**config.mk**
```make
export PLATFORM = sky130hd
export DESIGN_NAME = seq_generator
export DESIGN_NICKNAME = d
export VERILOG_FILES = /design/src/rtl/seq_generator.sv
export SDC_FILE = /design/constraint.sdc
export NUM_CORES = 1
export LEC_CHECK = 0
export ABC_AREA = 1
export CAP_MARGIN = 10
export CORE_MARGIN = 2
export CORE_UTILIZATION = 30
export DETAILED_ROUTE_END_ITERATION = 10
export PLACE_DENSITY = 0.58
export SETUP_SLACK_MARGIN = 0.15
export SYNTH_ARGS = -nofsm -noshare
export SYNTH_HDL_FRONTEND = slang
export SYNTH_SLANG_ARGS = --single-unit
```
**constraint.sdc**
```tcl
create_clock -name clk -period 2.5 [get_ports clk]
set_input_delay 0.5 -clock clk [delete_from_list [all_inputs] [get_ports clk]]
set_output_delay 0.5 -clock clk [all_outputs]
set_load 0.01 [all_outputs]
```
**src/rtl/seq_generator.sv**
```systemverilog
// ============================================================================
// seq_generator : serial pattern transmitter, MSB first, R repeats, G-cycle gaps
// Revision 1.0
// ============================================================================
`default_nettype none

module seq_generator #(
  parameter int PAT_W = 4,
  parameter int CNT_W = 8,
  parameter int GAP_W = 4
) (
  input  logic             clk,
  input  logic             reset_n,
  input  logic             start,
  input  logic             abort,
  input  logic [PAT_W-1:0] pattern,
  input  logic [CNT_W-1:0] repeat_cnt,
  input  logic [GAP_W-1:0] gap,
  output logic             x,
  output logic             x_valid,
  output logic             busy,
  output logic             done
);

  localparam int c_IDX_W = (PAT_W > 1) ? $clog2(PAT_W) : 1;
  localparam logic [c_IDX_W-1:0] c_MSB = c_IDX_W'(PAT_W - 1);

  typedef enum logic [1:0] {
    IDLE  = 2'd0,
    SHIFT = 2'd1,
    GAP   = 2'd2
  } state_t;

  state_t               r_state, w_state_nx;
  logic [PAT_W-1:0]     r_pat,   w_pat_nx;
  logic [c_IDX_W-1:0]   r_idx,   w_idx_nx;
  logic [CNT_W-1:0]     r_rep,   w_rep_nx;
  logic [GAP_W-1:0]     r_glen,  w_glen_nx;
  logic [GAP_W-1:0]     r_gcnt,  w_gcnt_nx;
  logic                 r_x,     w_x_nx;
  logic                 r_xv,    w_xv_nx;
  logic                 r_busy,  w_busy_nx;
  logic                 r_done,  w_done_nx;

  logic [CNT_W-1:0]     w_rep_init;
  logic [c_IDX_W-1:0]   w_idx_dec;

  // r_rep holds repetitions still owed after the one in flight, so R=0 and R=1 both load 0
  assign w_rep_init = (repeat_cnt == '0) ? '0 : repeat_cnt - CNT_W'(1);
  assign w_idx_dec  = r_idx - c_IDX_W'(1);

  always_comb begin
    w_state_nx = r_state;
    w_pat_nx   = r_pat;
    w_idx_nx   = r_idx;
    w_rep_nx   = r_rep;
    w_glen_nx  = r_glen;
    w_gcnt_nx  = r_gcnt;
    w_x_nx     = 1'b0;
    w_xv_nx    = 1'b0;
    w_busy_nx  = 1'b0;
    w_done_nx  = 1'b0;

    case (r_state)
      IDLE: begin
        if (start && !abort) begin
          w_state_nx = SHIFT;
          w_pat_nx   = pattern;
          w_rep_nx   = w_rep_init;
          w_glen_nx  = gap;
          w_idx_nx   = c_MSB;
          w_gcnt_nx  = '0;
          w_x_nx     = pattern[PAT_W-1];
          w_xv_nx    = 1'b1;
          w_busy_nx  = 1'b1;
        end
      end

      SHIFT: begin
        if (abort) begin
          w_state_nx = IDLE;
          w_idx_nx   = '0;
          w_rep_nx   = '0;
          w_gcnt_nx  = '0;
        end else if (r_idx != '0) begin
          w_idx_nx  = w_idx_dec;
          w_x_nx    = r_pat[w_idx_dec];
          w_xv_nx   = 1'b1;
          w_busy_nx = 1'b1;
        end else if (r_rep != '0) begin
          w_rep_nx  = r_rep - CNT_W'(1);
          w_busy_nx = 1'b1;
          if (r_glen != '0) begin
            w_state_nx = GAP;
            w_gcnt_nx  = r_glen - GAP_W'(1);
          end else begin
            w_idx_nx = c_MSB;
            w_x_nx   = r_pat[PAT_W-1];
            w_xv_nx  = 1'b1;
          end
        end else begin
          w_state_nx = IDLE;
          w_done_nx  = 1'b1;
        end
      end

      GAP: begin
        if (abort) begin
          w_state_nx = IDLE;
          w_idx_nx   = '0;
          w_rep_nx   = '0;
          w_gcnt_nx  = '0;
        end else if (r_gcnt == '0) begin
          w_state_nx = SHIFT;
          w_idx_nx   = c_MSB;
          w_x_nx     = r_pat[PAT_W-1];
          w_xv_nx    = 1'b1;
          w_busy_nx  = 1'b1;
        end else begin
          w_gcnt_nx = r_gcnt - GAP_W'(1);
          w_busy_nx = 1'b1;
        end
      end

      default: begin
        w_state_nx = IDLE;
      end
    endcase
  end

  always_ff @(posedge clk or negedge reset_n) begin
    if (!reset_n) begin
      r_state <= IDLE;
      r_pat   <= '0;
      r_idx   <= '0;
      r_rep   <= '0;
      r_glen  <= '0;
      r_gcnt  <= '0;
      r_x     <= 1'b0;
      r_xv    <= 1'b0;
      r_busy  <= 1'b0;
      r_done  <= 1'b0;
    end else begin
      r_state <= w_state_nx;
      r_pat   <= w_pat_nx;
      r_idx   <= w_idx_nx;
      r_rep   <= w_rep_nx;
      r_glen  <= w_glen_nx;
      r_gcnt  <= w_gcnt_nx;
      r_x     <= w_x_nx;
      r_xv    <= w_xv_nx;
      r_busy  <= w_busy_nx;
      r_done  <= w_done_nx;
    end
  end

  assign x       = r_x;
  assign x_valid = r_xv;
  assign busy    = r_busy;
  assign done    = r_done;

endmodule

`default_nettype wire

```
==> results by stage, run 1 <==
Setup path:
- The timing startpoint of the critical path is repeat_cnt[0].
- In this run the worst path has a maximum fanout of 8.
- The largest single stage delay on the critical path is 0.45 ns.
- Traced cell by cell, the critical path runs through clkdlybuf4s50_1 -> inv_1 -> ha_1 -> nand2_1 -> nor2_1 -> nor2_2 -> nand2_1 -> o21ai_0 -> nand2_1 -> nand2_1.
- The worst flop-to-flop path startpoint is r_state[1].
- The category of the critical setup timing path is input pin to register.
- The slowest stage of the critical path belongs to the cell clkdlybuf4s50_1.
- The data required time at the worst endpoint is approximately 2.7 ns.
- The end of the worst register-to-register path is r_gcnt[3].
- Following the worst setup path forward leads to its endpoint at r_rep[1].
- The kind of cell with the highest combined delay along the critical path is simple AND/OR/NAND/NOR gates.
- For the worst flop-to-flop path, the logic depth is 11.
- The worst path buffer plus inverter count is 2.
- The arrival time at the worst endpoint is approximately 2.0 ns.
- The worst setup path is captured at a register.
- The cell depth of the worst setup path is 10.
- Setup slack on the worst reg-to-reg path comes out at approximately 0.84 ns.
- Among the stages of the critical path, the cell type that occurs most often is nand2_1.
- The critical path launch point type is an input pin.

Clock network:
- The CTS tree is built.
- The worst-case clock buffer depth is 2.
- The clock tree root buffer cell is clkbuf_8.
- The insertion delay to the later sink of the worst-skew pair is 0.28 ns.
- The number of hold buffers added after cts is 0.
- The number of clock sinks is 28.
- Clock tree synthesis inserted a total of 3 buffers.
- In this run the number of H-tree levels came out at 1.
- Post-CTS timing repair inserted 0 buffers for setup.
- The count of cells resized by post-cts repair is 0.
- The clock-pin transition on the worst setup and hold timing paths is approximately 0.10 ns.

Layout:
- The share of cells above drive strength 1 is 0.0920.
- After filler insertion, the fill cell instance count of the layout stands at 700.
- The repair_antennas step left the layout with diodes totalling 0.
- For this run, the share of the core covered by cells in the final layout is 0.374.
- The finished layout cell area is between 2000 and 2500 µm².
- The sequential standard cell area is ~700 µm².
- The area growth from synthesis to layout is 19.3%.
- The count of nets after finishing is around 360.
- In the final layout, the multi-input gates occupy about 1200 µm².

Route:
- In the final routed layout, each cell accounts on average for ~11 µm.
- For this run, the detailed router's first-pass iteration total came to 4.
- In this run, the number of DRC markers left after iteration 0 of detailed routing was 85.
- The aggregate routed wire length is approximately 4200 µm.
- In the routed design, unresolved DRC markers number 0.
- The via count of the routed design is around 1.9k.
- Once detail routing completed, the nets flagged for antenna violations numbered 0.
- The vias per cell is approximately 4.6.

GRT:
- The initial antenna violation count was 0.
- For this run, the total global-route usage over all layers was measured as 0.125.
- The via count of the first global-routing pass is 1737.
- The wire length of the first global-routing pass is 7580 µm.
- The largest net degree at the start of global routing is 29.
- For this run the aggregate overflow at the end of global routing stands at 0.

Logic synthesis:
- The multiplexer area fraction after synthesis is 0.
- Ranked by total cell area, the synthesized netlist is headed by dfrtp_1 35%, nand2_1 19%, inv_1 7.2%.
- The mapped netlist covers between 2000 and 2500 µm².
- Synthesis produced a netlist whose cell count is between 200 and 300.
- Of the synthesized area, sequential elements account for 0.346.
- The largest family of logic cells by synthesized area is simple AND/OR/NAND/NOR gates.
- Of the total synthesized cell area, the portion taken by full adders, half adders and majority gates is 0.0679.
- Among all flip-flop cells after synthesis, the most frequent one is dfrtp_1.
- The area share of and/or/nand/nor cells after synthesis is 0.400.
- The share of synthesized registers carrying an async set or reset is 1.00.
- Counting every net in the synthesized netlist gives about 330.
- The netlist uses 25 different library cells.
- Of the post-synthesis cell area, the dominant cell type holds 0.346.
- The fraction of the mapped netlist area in compound gates is 0.0889.
- The number of enable flip-flop cells after synthesis is 0.
- During synthesis, Yosys emitted a total of 0 warnings.
- The xor/xnor share of the synthesized area is 0.0130.
- The total of flip-flops plus latches after synthesis is 28.
- The synthesized area divided by synthesized cell count is between 6 and 7 µm².
- The most area-hungry cell type in the Yosys netlist is dfrtp_1.

Floorplanning:
- The core region is 6460 µm².
- The number of I/O pins is 24.
- The chip height is about 86 µm.
- Measured along the x axis, the die boundary spans 86.2 µm.
- The die area is around 7400 µm².
- The number of rows in the core area is 29.
- The starting utilization of the core area is 0.314.

Timing:
- The summed negative setup slack over all endpoints is 0 ns.
- Static timing analysis puts the maximum clock frequency at roughly 570 MHz.
- The final number of hold-violating endpoints was 0.
- Setup violations remaining at the end of the flow were counted as 0.
- Dividing the final minimum period by the clock period gives 0.705.
- The worst hold slack is between 0.4 and 0.5 ns.
- Setup repair after global routing left no endpoint under its margin.
- The smallest clock period supported by the final layout is computed as approximately 1.8 ns.
- The smallest setup slack after layout is 0.738 ns.
- The worst clock skew is 0.00260 ns.
- Headroom to the max-slew limit came out at 0.753.
- For the pin with the worst max-slew slack, the measured transition is 0.369 ns.
- The number of pins exceeding their max-slew limit in the final report came to 0.

Power:
- Of the total power, the share spent switching nets is 0.477.
- The leakage power summed over all cells is 1.24 nW.
- The internal power is between 0.001 and 0.0015 W.
- The relative contribution of the clock network to total power is 0.110.
- The share of total power dissipated in sequential elements is 0.305.
- Summed over all nets, the switching power comes to ~0.0013 W.
- The combinational fraction of design power is 0.585.
- The power density of the placed cells is roughly 1100 nW/µm².
- The peak ir drop on the vdd network is 0.329 mV.

Min path:
- The worst min-delay path category is register to register.
- The worst hold path passes through 2 cells.

Run status:
- The run finished with clean final reports.

Place:
- The number of buffers added on ports is 23.
- The final weighted congestion in routability-driven placement is ~0.84.
- Timing analysis after detailed placement gives a worst setup slack of between 0.4 and 0.5 ns.
- The sum of net half-perimeters after detailed placement is around 3300 µm.
- The standard cell area after detailed placement is ~2400 µm².

Job:
- The tool flagged a number of max-cap violations equal to 0.
[kinds of logic after synthesis]
| logic type | Yosys count |
|---|---|
| simple gates | 178 |
| fa+ha+maj | 11 |
| xor+xnor | 3 |
| buf+inv | 44 |
| flops | 28 |
| compound gates | 34 |
[sequential cells by signal, summed over array words and instances, names as in the netlist]
name	flops
r_pat	4
r_rep	8
r_gcnt	4
r_idx	2
r_glen	4
r_state	2
x	1
busy	1
x_valid	1
done	1
[metal layers]
layer  share of wire  vias to the layer above  GRT usage
li1                -                      991          -
met3           0.021                        4     0.0143
met4           0.011                        0     0.0384
met2            0.44                       25      0.197
met1            0.52                      841      0.180
met5               0                        -          0
[worst min-delay path by stage]
| stage | from | end | slack [ns] |
|---|---|---|---|
| 2_1_floorplan | reset_n | busy | 0.20 |
| 3_3_place_gp | r_rep[6] | r_rep[6] | 0.47 |
| 3_5_place_dp | r_rep[6] | r_rep[6] | 0.47 |
| 4_1_cts | r_rep[6] | r_rep[6] | 0.50 |
| 5_1_grt | r_gcnt[1] | r_gcnt[1] | 0.54 |
| 6_report | r_rep[6] | r_rep[6] | 0.50 |
[power groups by stage]
| stage | clock network [W] | registers, W | logic (W) |
|---|---|---|---|
| 2_1_floorplan | 0 | 0.000785 | 0.00118 |
| 3_3_place_gp | 0 | 0.000807 | 0.00153 |
| 3_5_place_dp | 0 | 0.000807 | 0.00154 |
| 4_1_cts | 0.000302 | 0.000799 | 0.00155 |
| 5_1_grt | 0.000322 | 0.000834 | 0.00180 |
| 6_report | 0.000288 | 0.000801 | 0.00153 |
[worst register-to-register path, stage by stage, from the launching register on]
cell     delay, ns
dfrtp_1       0.43
inv_1         0.09
ha_1          0.14
inv_1         0.07
nor2_4        0.30
inv_4         0.09
nor2_4        0.13
nor2_1        0.06
nand2_1       0.08
nor2_2        0.06
nand2_1       0.06
nand2_1       0.05
[layout by cell type (no fill, tap or decap), drive strengths merged]
cell             n
nand2          115
inv             43
nor2            35
dfrtp           28
nand3           24
clkdlybuf4s50   23
o21ai           23
ha              11
a21oi            5
clkbuf           4
a31oi            2
o22ai            2
xor2             2
o21a             2
buf              2
nand4            2
nor3             1
xnor2            1
nand3b           1
[stage by stage]
stage | power (W) | std cells
global placement | 0.00234 | 399
floorplan | 0.00197 | 298
finish | 0.00262 | 403
CTS | 0.00265 | 403
detailed placement | 0.00235 | 399
global route | 0.00296 | 403
[Yosys cell counts, types with 2 or more instances]
library cell  count
inv_4             2
a21oi_1           5
nand2_4           4
ha_1             11
nand3_1          24
nor2_1           28
nor2_4            4
nand2_1         103
xor2_1            2
inv_1            39
inv_2             2
o21ai_0          18
a31oi_1           2
nor2_2            3
dfrtp_1          28
o21a_1            2
o21ai_1           5
o22ai_1           2
nand2_2           8
[layout make-up]
type	instances	area share
multi-input cells	226	0.477
repair buffers	25	0.101
clock buffers	4	0.0228
inverters	43	0.0688
well taps	77	0.0398
flip-flops and latches	28	0.290
Note: power is estimated with default switching activity, not from simulation.
==> run 2: changes to the inputs <==
clock period = 1.75 ns   (was 2.5 ns; I/O delays follow)
==> results by stage, run 2 (synthesis results as in run 1) <==
Run status:
- The flow ran to the end, and the final reports show no timing, DRC or antenna violations.

Timing:
- The worst clock skew is 0.00294 ns.
- Headroom to the max-slew limit came out at 0.754.
- For the pin with the worst max-slew slack, the measured transition is 0.368 ns.
- The highest attainable clock frequency is roughly 650 MHz.
- The post-route minimum period is roughly 1.5 ns.
- The number of pins exceeding their max-slew limit in the final report is 0.
- Dividing the final minimum period by the clock period gives 0.883.
- The final number of hold-violating endpoints is 0.
- The worst path meets setup with about 0.2 ns of slack.
- The final count of negative-setup-slack endpoints is 0.
- The summed negative setup slack over all endpoints is 0 ns.
- The worst hold slack is approximately 0.44 ns.
- Setup repair after global routing could not meet its margin everywhere.

Layout:
- Fill cells in the final layout number around 670.
- Leaving out fill and tap cells, the most frequent cell in the layout is nand2_1.
- The register with the most flip-flops in the layout has 8 of them.
- For this run, the share of the core covered by cells in the final layout is 0.428.
- The number of diodes added for antenna fixing is 0.
- Of the cells placed in the final design, the portion with a size suffix greater than 1 is 0.209.
- The area growth from synthesis to layout is 36.3%.
- The register bank with the most flops is r_rep.
- The net count of the finished layout is 382.
- The library cells used most frequently in the layout, excluding fill and tap cells, are 100 x nand2_1, 34 x inv_1, 27 x nor2_1, 27 x dfrtp_1, 22 x nand3_1.

Setup path:
- Counting stages on the worst path, the most repeated cell is nand2_1.
- The number of cells traversed by the worst register-to-register path is 12.
- The setup slack on the worst flop-to-flop path is ~0.21 ns.
- The critical path launch point type is a register.
- The end of the worst register-to-register path is r_gcnt[2].
- The worst path buffer plus inverter count is 5.
- The signal on the critical path passes through inv_2 -> ha_4 -> inv_4 -> nor2_4 -> buf_12 -> inv_6 -> buf_4 -> nor2_2 -> nand2_1 -> a21oi_2 -> nand2_1 -> nand2_1.
- By startpoint and endpoint, the worst setup path is classified as register to register.
- The largest incremental delay on the critical path is a little over 0.4 ns.
- The worst flop-to-flop path startpoint is r_state[1].
- The cell with the biggest individual delay on the critical path is dfrtp_1.
- STA puts the critical path data arrival time at 1.77 ns.
- On the critical path the largest part of the delay comes from buffers and inverters.
- For the worst setup path, the data required time is 1.97 ns.
- The worst setup path is captured at a register.
- The largest fanout on the critical path is 5.

Floorplanning:
- The x dimension of the die is ~86 µm.
- The core footprint is 6460 µm².
- The initial utilization of the core area, before any placement, comes to 0.314.
- The number of I/O pins is 24.
- The chip height is between 80 and 90 µm.
- The die area is around 7400 µm².
- The number of rows in the core area is 29.

Clock network:
- Hold repair after CTS inserted 0 buffers.
- The insertion delay to the later sink of the worst-skew pair is approximately 0.28 ns.
- After clock tree synthesis, the clock-pin slew on the worst setup and hold paths is approximately 0.10 ns.
- CTS built an H-tree with a depth of 1.
- The clock passes through at most 2 buffers.
- The number of clock sinks is 28.
- The number of clock buffers added by TritonCTS is 3.
- The CTS tree is built.
- The tree is rooted in a clkbuf_8.

Route:
- The detailed router's first-iteration violation count is around 130.
- The total iterations of the first detailed-routing run is 4.
- The per-cell routed wire length is ~11 µm.
- For this block, the routed nets add up to about 4600 µm of wire.
- Summing over every cut layer, the via total after detailed routing is approximately 2k.
- In the routed design, unresolved DRC markers number 0.
- The vias per cell is 4.59.
- The number of antenna-violating nets in the routed design is 0.

GRT:
- For this run the aggregate overflow at the end of global routing stands at 0.
- The via count of the first global-routing pass came to about 1.8k.
- The total global-route track usage is 0.130.
- The wire length of the first global-routing pass is ~8000 µm.
- The largest net degree at the start of global routing is 29.
- The initial antenna violation count is 0.

Place:
- At the end of routability-driven placement, the weighted congestion stood at 0.795.
- Before CTS, the worst setup slack after placement is -0.106 ns.
- The number of buffers added on ports is 23.
- Summed over all nets, the half-perimeter wirelength after detailed placement is 3590 µm.

Power:
- The internal power of the cells totals 0.00228 W.
- The analysis attributes to cell leakage a power of 1.39 nW.
- Of the total power, the share spent switching nets is 0.465.
- The combinational fraction of design power is 0.634.
- The net load switching power is about 0.0020 W.
- The peak ir drop on the vdd network is 0.668 mV.
- Of the total power, the clock network draws 0.096.
- The sequential fraction of design power is 0.271.
- Dividing total power by cell area gives a power density of between 1500 and 2000 nW/µm².

Job:
- The tool flagged a number of max-cap violations equal to 0.

Min path:
- The min-delay analysis places its worst path in the category input pin to asynchronous set/reset pin.
## run 2: cell count changes in the layout (fill, tap and decap cells not counted), moves of 4 or more
cell     delta
inv_1       -5
inv_2       +4
o21ai_0     -4
o21ai_1     +4
ha_1        -6
buf_4      +19
## run 2: power by group through the flow
stage,Combinational [W],Clock (W),Sequential [W]
floorplan,0.00169,0,0.00112
global placement,0.00233,0,0.00115
detailed placement,0.00235,0,0.00116
CTS,0.00241,0.000430,0.00114
global route,0.00307,0.000461,0.00119
finish,0.00270,0.000407,0.00115
## run 2: metal layers
layer	global-route usage	vias to the layer above	wire [µm]
li1	-	1039	-
met1	0.173	900	2270
met2	0.222	17	2220
met3	0.0143	5	84
met4	0.0426	0	64
met5	0	-	0
## run 2: worst max-delay path by stage
stage                     depth (start not counted)   endpoint  slack (ns)     startpoint
after floorplan                                  11  r_gcnt[3]        0.29     r_state[1]
after global placement                           10   r_rep[4]       -0.08  repeat_cnt[1]
after detailed placement                         10   r_rep[2]       -0.11  repeat_cnt[1]
after CTS                                         6   r_idx[0]        0.14     r_state[0]
after global routing                             12  r_gcnt[2]        0.11     r_state[1]
final                                            12  r_gcnt[2]        0.21     r_state[1]
## run 2: what timing repair did
action	4_1_cts	5_1_grt
pin swaps	1	17
gates cloned	0	1
setup endpoints to repair	13	16
resized for setup	3	35
buffers inserted	1	3
## run 2: stage by stage
stage               power (W)  std cells  instance area (µm²)
global placement      0.00348        418                 2530
global route          0.00472        427                 2760
detailed placement    0.00351        418                 2530
floorplan             0.00281        298                 2030
finish                0.00426        427                 2760
CTS                   0.00398        423                 2600
## run 2: area by class of cell
type | instances | area (µm²) | area share
multi-input cells | 226 | 1260 | 0.455
flip-flops and latches | 28 | 702 | 0.254
inverters | 43 | 171 | 0.0620
clock buffers | 4 | 55.1 | 0.0199
well taps | 77 | 96.3 | 0.0349
repair buffers | 49 | 480 | 0.174
